--- src/rtl/dcp_tx_arbiter.sv ---
// dcp_tx_arbiter: message-level round-robin arbiter sharing one UART
// transmit byte channel among N_REQ print units, with idle-owner watchdog.
module dcp_tx_arbiter #(
    parameter int N_REQ   = 4,
    parameter int TIMEOUT = 1024,
    parameter int TO_W    = 11
) (
    input  logic               clk,
    input  logic               rst,
    input  logic [N_REQ-1:0]   req_vld,
    input  logic [N_REQ-1:0]   req_last,
    input  logic [8*N_REQ-1:0] req_data,
    output logic [N_REQ-1:0]   req_rdy,
    output logic [N_REQ-1:0]   grant,
    input  logic               rdy_tx,
    output logic               vld_tx,
    output logic [7:0]         d_tx,
    output logic               timeout_err
);

    localparam int PW = $clog2(N_REQ);
    localparam bit WD_EN = (TIMEOUT > 0);
    localparam logic [TO_W-1:0] TO_LAST =
        TO_W'((TIMEOUT > 0) ? TIMEOUT - 1 : 0);
    localparam logic [N_REQ-1:0] ONE = {{(N_REQ-1){1'b0}}, 1'b1};

    typedef enum logic {
        IDLE,
        BUSY
    } state_t;

    state_t          state;
    logic [PW-1:0]   rr_ptr;
    logic [PW-1:0]   owner_idx;
    logic [PW-1:0]   next_ptr;
    logic [PW-1:0]   pick_idx;
    logic            pick_found;
    logic [TO_W-1:0] wd;
    logic [7:0]      owner_data;
    logic [N_REQ-1:0] take;
    logic            free;
    logic            accept;
    logic            acc_last;
    logic            owner_vld;
    logic            idle_tick;
    logic            wd_fire;

    assign free      = ~vld_tx | rdy_tx;
    assign req_rdy   = grant & {N_REQ{free}};
    assign take      = req_vld & req_rdy;
    assign accept    = |take;
    assign acc_last  = |(take & req_last);
    assign owner_vld = |(req_vld & grant);
    // Stalls caused by a full buffer must not look like a hung owner.
    assign idle_tick = ~owner_vld & free;
    assign wd_fire   = WD_EN & idle_tick & (wd == TO_LAST);
    assign next_ptr  = (owner_idx == PW'(N_REQ - 1)) ?
                       '0 : owner_idx + PW'(1);

    // Decode the one-hot grant into an index and select the owner's byte.
    always_comb begin
        owner_idx  = '0;
        owner_data = '0;
        for (int i = 0; i < N_REQ; i++) begin
            if (grant[i]) begin
                owner_idx  = PW'(i);
                owner_data = req_data[i*8 +: 8];
            end
        end
    end

    // Round-robin scan starting at rr_ptr, wrapping modulo N_REQ.
    always_comb begin
        pick_found = 1'b0;
        pick_idx   = '0;
        for (int k = 0; k < N_REQ; k++) begin
            int            j;
            logic [PW-1:0] cand;
            j = int'(rr_ptr) + k;
            if (j >= N_REQ) begin
                j = j - N_REQ;
            end
            cand = PW'(j);
            if (!pick_found && req_vld[cand]) begin
                pick_found = 1'b1;
                pick_idx   = cand;
            end
        end
    end

    // Ownership FSM with round-robin pointer and idle-owner watchdog.
    always_ff @(posedge clk or negedge rst) begin
        if (!rst) begin
            state       <= IDLE;
            grant       <= '0;
            rr_ptr      <= '0;
            wd          <= '0;
            timeout_err <= 1'b0;
        end else begin
            timeout_err <= 1'b0;
            unique case (state)
                IDLE: begin
                    wd <= '0;
                    if (pick_found) begin
                        grant <= ONE << pick_idx;
                        state <= BUSY;
                    end
                end
                BUSY: begin
                    if (acc_last) begin
                        grant  <= '0;
                        state  <= IDLE;
                        rr_ptr <= next_ptr;
                        wd     <= '0;
                    end else if (wd_fire) begin
                        grant       <= '0;
                        state       <= IDLE;
                        rr_ptr      <= next_ptr;
                        wd          <= '0;
                        timeout_err <= 1'b1;
                    end else if (accept) begin
                        wd <= '0;
                    end else if (WD_EN && idle_tick) begin
                        wd <= wd + TO_W'(1);
                    end
                end
                default: begin
                    state <= IDLE;
                    grant <= '0;
                end
            endcase
        end
    end

    // One-byte output buffer: load on owner accept, empty on drain.
    always_ff @(posedge clk or negedge rst) begin
        if (!rst) begin
            vld_tx <= 1'b0;
            d_tx   <= 8'h00;
        end else if (accept) begin
            vld_tx <= 1'b1;
            d_tx   <= owner_data;
        end else if (rdy_tx) begin
            vld_tx <= 1'b0;
        end
    end

endmodule

--- config.mk ---
export PLATFORM = sky130hd
export DESIGN_NAME = dcp_tx_arbiter
export DESIGN_NICKNAME = d
export VERILOG_FILES = /design/src/rtl/dcp_tx_arbiter.sv
export SDC_FILE = /design/constraint.sdc
export NUM_CORES = 1
export LEC_CHECK = 0
export CAP_MARGIN = 0
export CORE_ASPECT_RATIO = 0.9
export CORE_MARGIN = 4
export CORE_UTILIZATION = 48
export DETAILED_ROUTE_END_ITERATION = 8
export PLACE_DENSITY_LB_ADDON = 0.1
export REMOVE_ABC_BUFFERS = 1
export SLEW_MARGIN = 30
export SYNTH_ARGS = -nofsm -noshare
export SYNTH_HDL_FRONTEND = slang
export SYNTH_SLANG_ARGS = --single-unit
--- constraint.sdc ---
create_clock -name clk -period 3.4 [get_ports clk]
set_input_delay 0.51 -clock clk [delete_from_list [all_inputs] [get_ports clk]]
set_output_delay 0.51 -clock clk [all_outputs]
set_load 0.05 [all_outputs]
==> metrics.md <==
| Metric | Value |
|---|---|
| Status | complete, no violations |
| Reg2Reg Setup Slack | 1.46 ns |
| Top cell type's share of synthesized area | 0.417 |
| Comb power frac | 0.563 |
| Leakage | 0.000944 µW |
| Fin. Hold Viols | 0 |
| Final Critical Period | 2.84 ns |
| Dpl hpwl | 3520 µm |
| Clk_skew | 0.00247 ns |
| Total CTS buffers | 3 |
| Drt first pass iters | 4 |
| Reg power frac | 0.297 |
| Filler cell count | 260 |
| First-pass GRT wire length | 7480 µm |
| Area of the multi-input gates | 911 µm² |
| Largest family of logic cells by synthesized area | compound AO/OA/AOI/OAI gates |
| Die width | 70.4 µm |
| Register area | 701 µm² |
| Placed cell count | 278 |
| Non-filler cells, final | 282 |
| Xor-xnor portion of the synthesized cell area | 0.0313 |
| Synthesized area per cell | 9.44 µm² |
| Largest net degree at the start of global routing | 29 |
| Worst EP required | 2.89 ns |
| Max_cap viols | 0 |
| Antenna fix cells | 0 |
| Final net count | 283 |
| CP endpoint kind | output pin |
| Clock Sinks | 28 |
| Global Route Usage Sum | 0.204 |
| Critical setup path kind | reg -> out |
| Max-slew violation count | 0 |
| Resized Gates After CTS | 0 |
| Hold Buf Count CTS | 0 |
| Core area | 0.00338 mm² |
| Initial antenna violation count | 0 |
| Most frequent cell after synthesis | dfrtp_1 |
| Worst-Margin Slew | 0.741 ns |
| Routed len/inst | 16.1 µm |
| Simple-gate share of the synthesized area | 0.232 |
| Final setup viols | 0 |
| Port Buffers | 60 |
| Setup repair after global routing missed its margin | false |
| VDD IR max | 0.000334 V |
| Synth Area in Compound Gates | 0.256 |
| CP Launch Type | flop |
| Vias in the first global route | 1578 |
| Cell Int Power | 1010 µW |
| PD cells | 779 mW/mm² |
| Die area | 0.00451 mm² |
| Syn. warnings | 0 |
| Grt ovf | 0 |
| Post-CTS Setup Inserts | 0 |
| Initial Utilization | 0.497 |
| Global placer's final weighted congestion | 0.886 |
| Critical Path Fanout Max | 14 |
| Synthesized area | 0.00168 mm² |
| Synth cell types | 47 |
| Post-synthesis mux area share | 0.0149 |
| CTS tree | built |
| Via count | 1642 |
| Initial drt markers | 154 |
| Peak Freq | 352 MHz |
| P_sw | 851 µW |
| Final ANT Viol Nets | 0 |
| Synth Flop Type | dfrtp_1 |
| Seq cells post-synth | 28 |
| Leading area contributor after synthesis | dfrtp_1 |
| Synth area leaders | dfrtp_1, a221o_1, nor2_1 |
| Hold crit path type | reg -> reg |
| Top post-synthesis cells by count | dfrtp_1, nor2_1, nand2_1, a221o_1, nand3_1 |
| Final WL | 4530 µm |
| Adder-Cell Fraction of Synth Area | 0.00745 |
| Vias/cell | 5.82 |
| Clock tree buffer depth | 2 |
| FP Rows | 20 |
| Post-synthesis cell count | 178 |
| Clk_lat worst skew | 0.27 ns |
| Area growth syn-to-layout | 41.8% |
| H-tree Lvls | 1 |
| Crit path DAT | 2.33 ns |
| Power share of the clock group | 0.140 |
| Ratio of cells with drive above 1 in the final layout | 0.0798 |
| DRC Markers | 0 |
| Setup TNS Final | 0 ns |
| Clock transition at path regs | 0.09 ns |
| Seq/Total Area, Yosys | 0.417 |
| Net Sw Frac | 0.458 |
| Die Y | 64.1 µm |
| Slew margin rel. | 0.501 |
| Post-synth EDFFs | 0 |
| # IOs | 61 |
| Clock Tree Root | clkbuf_8 |
| Period utilisation layout | 0.835 |
| Asr flop ratio synth | 1.00 |
stage by stage:
step / util / hold slack [ns] / area (µm²) / setup WS, ns / total power (µW)
floorplan: - / 0.214 / 1630 / 0.958 / 1250
global placement: 0.684 / 0.531 / 2310 / 0.784 / 1580
detailed placement: 0.684 / 0.545 / 2310 / 0.765 / 1600
CTS: 0.706 / 0.566 / 2380 / 0.562 / 1870
global route: 0.706 / 0.587 / 2380 / 0.421 / 1970
finish: 0.706 / 0.564 / 2380 / 0.562 / 1860
cell usage in the layout, fill, tap and decap left out, types with 2 or more instances in the layout:
cell type        instances
buf_4                    3
o21ai_0                  5
nor2b_1                  3
and3_1                   3
a21oi_1                  5
nand4_1                  6
xor2_1                   6
dfrtp_1                 28
clkbuf_8                 3
clkdlybuf4s50_1         60
nor3_1                   2
nand3_1                  9
and2_1                   4
a221o_1                  9
clkinv_1                 2
nor2_1                  20
o211ai_1                 8
nand3b_1                 2
nand2_1                 16
nand2b_1                 2
a21o_1                   2
o32ai_1                  4
or3_1                    2
a31oi_1                  8
inv_1                    4
kinds of logic (layout without fill, tap and decap cells):
kind of cell,count (synthesis),count (layout)
flip-flops,28,28
AO/OA/AOI/OAI,52,52
XOR/XNOR,6,6
adder cells (fa/ha/maj),1,1
AND/OR/NAND/NOR,76,76
buffers and inverters,13,73
multiplexers,2,2
sequential cells by signal (all words and copies together), names as in the netlist:
signal / count
timeout_err: 1
wd: 11
rr_ptr: 2
vld_tx: 1
d_tx: 8
grant: 4
state: 1
worst max-delay path: stages (launching register included):
cell             delay [ns]
dfrtp_1                0.65
clkinv_1               0.39
nor2_1                 0.19
clkdlybuf4s50_1        0.82
power groups by stage:
stage               Clock (µW)  Sequential, µW  Combinational [µW]
floorplan                    0             773                 474
global placement             0             549                1030
finish                     261             551                1050
CTS                        269             549                1050
detailed placement           0             557                1040
global route               282             573                1120
path summary, 6_finish.rpt:
path | depth (start not counted) | startpoint | to
hold / removal | 2 | d_tx[6] | d_tx[6]
setup / recovery | 3 | grant[2] | req_rdy[2]
setup reg to reg | 5 | grant[3] | wd[10]
hold reg to reg | 2 | d_tx[6] | d_tx[6]
min in group asynchronous | 2 | rst | wd[7]
max in group asynchronous | 2 | rst | rr_ptr[1]
per-layer routing:
layer	vias up	part of all wire	GRT usage
met2	58	0.48	0.341
met3	6	0.055	0.0362
met5	-	0	0
met4	0	0.011	0.0455
li1	794	-	-
met1	784	0.45	0.275
layout make-up:
type,count,area share
Clock buffer,3,0.0173
Inverter,6,0.00945
Multi-Input combinational cell,137,0.382
Timing Repair Buffer,63,0.261
Tap cell,44,0.0231
Clock inverter,1,0.0126
Sequential cell,28,0.294
Note: power is estimated with default switching activity, not from simulation.
